**src/rtl/if_id_skid_stage.sv**
```systemverilog
// ----------------------------------------------------------------------------
// if_id_skid_stage
//   IF->ID pipeline stage with a valid/ready handshake and a 2-entry skid
//   buffer. Carries {pc, instr, pc_plus_four} from fetch to decode. in_ready
//   is a register that depends only on the stage's own state, so there is no
//   combinational path from out_ready to in_ready. flush squashes everything
//   held back to a bubble.
//
// Ports
//   clk, rst_n          clock, asynchronous active-low reset
//   flush               synchronous squash (branch/jump redirect)
//   in_valid/in_ready   fetch-side handshake
//   in_pc, in_instr, in_pc_plus_four    fetch payload
//   out_valid/out_ready decode-side handshake
//   out_pc, out_instr, out_pc_plus_four decode payload (MAIN register)
//   occupancy           number of held entries (0, 1 or 2)
// ----------------------------------------------------------------------------
module if_id_skid_stage #(
  parameter int              XLEN      = 32,
  parameter logic [XLEN-1:0] RESET_PC  = 32'h00400000,
  parameter logic [XLEN-1:0] NOP_INSTR = 32'h00000013
) (
  input  logic            clk,
  input  logic            rst_n,
  input  logic            flush,
  input  logic            in_valid,
  output logic            in_ready,
  input  logic [XLEN-1:0] in_pc,
  input  logic [XLEN-1:0] in_instr,
  input  logic [XLEN-1:0] in_pc_plus_four,
  output logic            out_valid,
  input  logic            out_ready,
  output logic [XLEN-1:0] out_pc,
  output logic [XLEN-1:0] out_instr,
  output logic [XLEN-1:0] out_pc_plus_four,
  output logic [1:0]      occupancy
);

  // Bubble pc+4 wraps modulo 2^XLEN.
  localparam logic [XLEN-1:0] RESET_PC4 = RESET_PC + XLEN'(4);

  typedef enum logic [1:0] {
    EMPTY = 2'd0,
    BUSY  = 2'd1,
    FULL  = 2'd2
  } state_t;

  state_t state;
  state_t state_nxt;

  logic [XLEN-1:0] skid_pc;
  logic [XLEN-1:0] skid_instr;
  logic [XLEN-1:0] skid_pc_plus_four;

  logic in_fire;
  logic out_fire;
  logic load_main_in;
  logic load_main_skid;
  logic load_skid;

  assign in_fire  = in_valid & in_ready;
  assign out_fire = out_valid & out_ready;

  // Next-state and load-enable decode. In FULL in_ready is low, so in_fire
  // cannot occur and incoming entries are ignored.
  always_comb begin
    state_nxt      = state;
    load_main_in   = 1'b0;
    load_main_skid = 1'b0;
    load_skid      = 1'b0;
    case (state)
      EMPTY: begin
        if (in_fire) begin
          load_main_in = 1'b1;
          state_nxt    = BUSY;
        end
      end
      BUSY: begin
        if (in_fire && out_fire) begin
          load_main_in = 1'b1;
        end else if (in_fire) begin
          // Decode stalled: park the younger entry behind MAIN.
          load_skid = 1'b1;
          state_nxt = FULL;
        end else if (out_fire) begin
          state_nxt = EMPTY;
        end
      end
      FULL: begin
        if (out_fire) begin
          load_main_skid = 1'b1;
          state_nxt      = BUSY;
        end
      end
      default: state_nxt = EMPTY;
    endcase
  end

  // Handshake flags are registered from the next state so that in_ready,
  // out_valid and occupancy are pure flops.
  always_ff @(posedge clk or negedge rst_n) begin
    if (!rst_n) begin
      state             <= EMPTY;
      out_valid         <= 1'b0;
      in_ready          <= 1'b1;
      occupancy         <= 2'd0;
      out_pc            <= RESET_PC;
      out_instr         <= NOP_INSTR;
      out_pc_plus_four  <= RESET_PC4;
      skid_pc           <= RESET_PC;
      skid_instr        <= NOP_INSTR;
      skid_pc_plus_four <= RESET_PC4;
    end else if (flush) begin
      // Same-cycle in_fire is dropped; a same-cycle out_fire was already
      // taken by decode, so nothing needs to be preserved.
      state             <= EMPTY;
      out_valid         <= 1'b0;
      in_ready          <= 1'b1;
      occupancy         <= 2'd0;
      out_pc            <= RESET_PC;
      out_instr         <= NOP_INSTR;
      out_pc_plus_four  <= RESET_PC4;
      skid_pc           <= RESET_PC;
      skid_instr        <= NOP_INSTR;
      skid_pc_plus_four <= RESET_PC4;
    end else begin
      state     <= state_nxt;
      out_valid <= (state_nxt != EMPTY);
      in_ready  <= (state_nxt != FULL);
      case (state_nxt)
        EMPTY:   occupancy <= 2'd0;
        FULL:    occupancy <= 2'd2;
        default: occupancy <= 2'd1;
      endcase
      if (load_main_in) begin
        out_pc           <= in_pc;
        out_instr        <= in_instr;
        out_pc_plus_four <= in_pc_plus_four;
      end else if (load_main_skid) begin
        out_pc           <= skid_pc;
        out_instr        <= skid_instr;
        out_pc_plus_four <= skid_pc_plus_four;
      end
      if (load_skid) begin
        skid_pc           <= in_pc;
        skid_instr        <= in_instr;
        skid_pc_plus_four <= in_pc_plus_four;
      end
    end
  end

endmodule

```
**config.mk**
```make
export PLATFORM = sky130hd
export DESIGN_NAME = if_id_skid_stage
export DESIGN_NICKNAME = d
export VERILOG_FILES = /design/src/rtl/if_id_skid_stage.sv
export SDC_FILE = /design/constraint.sdc
export NUM_CORES = 1
export LEC_CHECK = 0
export BUFFER_PORTS_ARGS = -buffer_cell sky130_fd_sc_hd__buf_2
export CELL_PAD_IN_SITES_DETAIL_PLACEMENT = 1
export CELL_PAD_IN_SITES_GLOBAL_PLACEMENT = 1
export CORE_MARGIN = 1
export CORE_UTILIZATION = 37
export DETAILED_ROUTE_END_ITERATION = 7
export GPL_ROUTABILITY_DRIVEN = 0
export PLACE_DENSITY_LB_ADDON = 0.05
export SYNTH_ARGS = -nofsm -noshare
export SYNTH_HDL_FRONTEND = slang
export SYNTH_SLANG_ARGS = --single-unit
```
**constraint.sdc**
```tcl
create_clock -name clk -period 1.6 [get_ports clk]
set_clock_uncertainty 0.1 [all_clocks]
set_input_delay 0.16 -clock clk [delete_from_list [all_inputs] [get_ports clk]]
set_output_delay 0.16 -clock clk [all_outputs]
set_load 0.005 [all_outputs]
```
==> qor.yml <==
detailed_routing:
  drtPass1Iterations: 5
  routedWlPerCell_um: 21.8
  drc: 0
  vias_per_cell: 5.69
  route.vias.total: 9319
  ant_nets: 0
  dr.first_iter.drc_count: 460
  drt_wl_total_mm: 35.8
worst_hold_path:
  hold_class: "input pin to asynchronous set/reset pin"
sta:
  rsz0062_at_grt: "yes"
  finalWorstSetupSlack_ps: -130
  period_share: 1.08
  tightest_slew_ps: 414
  slew_violations: 0
  fmax_mhz: 578
  fin_tns_setup_ps: -5800
  max-slew-margin-rel: 0.724
  setup_viol: 170
  layout_min_cycle_time_ps: 1730
  hold_viol_final: 0
  whs_ps: 101
clock_network:
  clock-sinks: 197
  h-tree-depth: 4
  cts_buffers: 17
  clock_path_buffers: 2
  cts_tree: "built"
  clk_pin_slew_ps: 80
  clk_latency_ps: 450
  cts_root_buf: "clkbuf_16"
floorplan:
  die_h_um: 159
  die_area_sq_um: 25300
  io_pins: 201
  start_util: 0.377
  die_w_um: 159
  num_rows: 57
  placeableCoreArea_sq_um: 24200
power_and_ir_drop:
  power.total_uw: 14200
  power_density_nw_per_um2: 986
  ir_worst_vdd_mv: 0.642
  p_leak_uw: 0.00614
place:
  dp.cells: 1477
  place_hpwl_mm: 19.0
  io_buffers: 200
grt:
  grt_antenna_before_repair: 1
  grt_pass1_vias: 9597
  grt_usage: 0.262
  grt_pass1_wl_mm: 52.9
  grt-ovfl-total: 0
  grt_max_degree: 59
finish:
  drive_above_1_share: 0.418
  seq_area_sq_um: 4950
  layout.cells.non_filler: 1638
  nNetsFinal: 1401
  nFillCells: 2648
  mostFrequentLayoutCells: "buf_2, dfrtp_1, nand2_1"
  syn_to_final_growth_pct: 57.3
  multiInputGateArea_sq_um: 4810
  final_common_cell: "buf_2"
synthesis:
  syn_area_per_cell_sq_um: 9.15
  ys_warn_count: 0
  synth_seq_cells: 197
  synth_cell_types: 28
  syn-cell-area_sq_um: 9150
  syn_inst: 999
  synth-seq-area-share: 0.541
  synthesis.nets: 1100
run_status:
  status: "finished, violations left"
  violations: "negative setup slack"
run:
  cap_violations: 0
critical_path:
  cp-start-kind: "flop"
  crit_required_ps: 1830
  cp_max_fo: 12
  crit_arrival_ps: 1960
  crit_path_end_kind: "flop"
  crit_type: "flop to flop"
[metrics by stage]
stage	setup WS, ps	instance area [sq um]	util
2_1_floorplan	54.7	9150	-
3_3_place_gp	-55.9	11000	0.454
3_5_place_dp	-124	11000	0.454
4_1_cts	-67.5	12800	0.530
5_1_grt	-167	14400	0.593
6_report	-130	14400	0.593
[state kept, by name, indices dropped and copies added (netlist names)]
register / cells
out_instr: 32
out_pc: 32
out_pc_plus_four: 32
skid_instr: 32
skid_pc: 32
skid_pc_plus_four: 32
state: 2
in_ready: 1
occupancy: 1
out_valid: 1
[cells by family (layout without fill, tap and decap cells)]
logic type      Yosys count  count (layout)  synth area share
simple gates            395             395             0.193
compound gates          291             291             0.203
flops                   197             197             0.541
buf+inv                 115             428            0.0625
xor+xnor                  1               1          0.000958
other cells               0               2                 0
[what timing repair did]
action,in CTS,in global routing
gates cloned,2,15
setup buffers,8,5
endpoints found under the hold margin,321,0
setup endpoints to repair,164,180
gates resized for setup,28,265
pin swaps,31,105
hold buffers,98,0
[cell type report]
type	instances	share of cell area
timing repair buffer	397	0.252
clock inverter	12	0.00948
multi-input combinational	687	0.335
antenna	2	0.000348
sequential	197	0.344
clock buffer	19	0.0315
tap	324	0.0282
[power by group]
part | internal [uW] | leakage, uW | switching [uW]
Combinational | 1790 | 0.00323 | 2190
Sequential | 5460 | 0.00261 | 300
Clock | 2300 | 0.000292 | 2160
Total | 9540 | 0.00614 | 4650
[cell usage after synthesis]
master | instances | area (sq um)
nand2_1 | 194 | 728
dfrtp_1 | 184 | 4600
a21oi_1 | 94 | 470
a311oi_1 | 90 | 788
nand3_1 | 90 | 450
nor3_1 | 90 | 450
o21ai_0 | 90 | 450
buf_2 | 55 | 275
clkbuf_1 | 46 | 173
dfstp_2 | 13 | 342
buf_4 | 9 | 67.6
nor2_1 | 8 | 30.0
a211o_1 | 6 | 52.6
a32oi_1 | 6 | 52.6
and3_1 | 6 | 37.5
buf_6 | 5 | 56.3
nand2_2 | 2 | 12.5
a21bo_2 | 1 | 10.0
a21boi_1 | 1 | 7.51
a21o_1 | 1 | 7.51
a221oi_1 | 1 | 8.76
and3b_1 | 1 | 8.76
and4b_1 | 1 | 10.0
nand3b_1 | 1 | 7.51
nand3b_2 | 1 | 11.3
nand4b_2 | 1 | 15.0
o2bb2ai_1 | 1 | 8.76
xnor2_1 | 1 | 8.76
[final timing paths]
kind,slack [ps],from,end,depth (start not counted)
setup / recovery,-130,state[0],out_instr[26],5
min in group clk,110,in_valid,state[0],4
max in group asynchronous,680,rst_n,in_ready,3
setup reg to reg,-130,state[0],out_instr[26],5
hold / removal,100,rst_n,skid_pc[29],2
hold reg to reg,420,out_pc_plus_four[2],out_pc_plus_four[2],2
[routing by layer]
layer / GRT usage / part of all wire / up-vias
met1: 0.354 / 0.45 / 4795
met5: 0 / 0 / -
met3: 0.0401 / 0.033 / 55
li1: - / - / 4240
met4: 0.0769 / 0.021 / 0
met2: 0.437 / 0.49 / 229
[worst max-delay path: stages, from the launching register on]
cell and delay, ps:
dfrtp_1 420, and4b_4 400, buf_12 170, buf_16 150, nand2_2 70, a311oi_2 300
No activity file was read; power rests on OpenSTA's default activity.
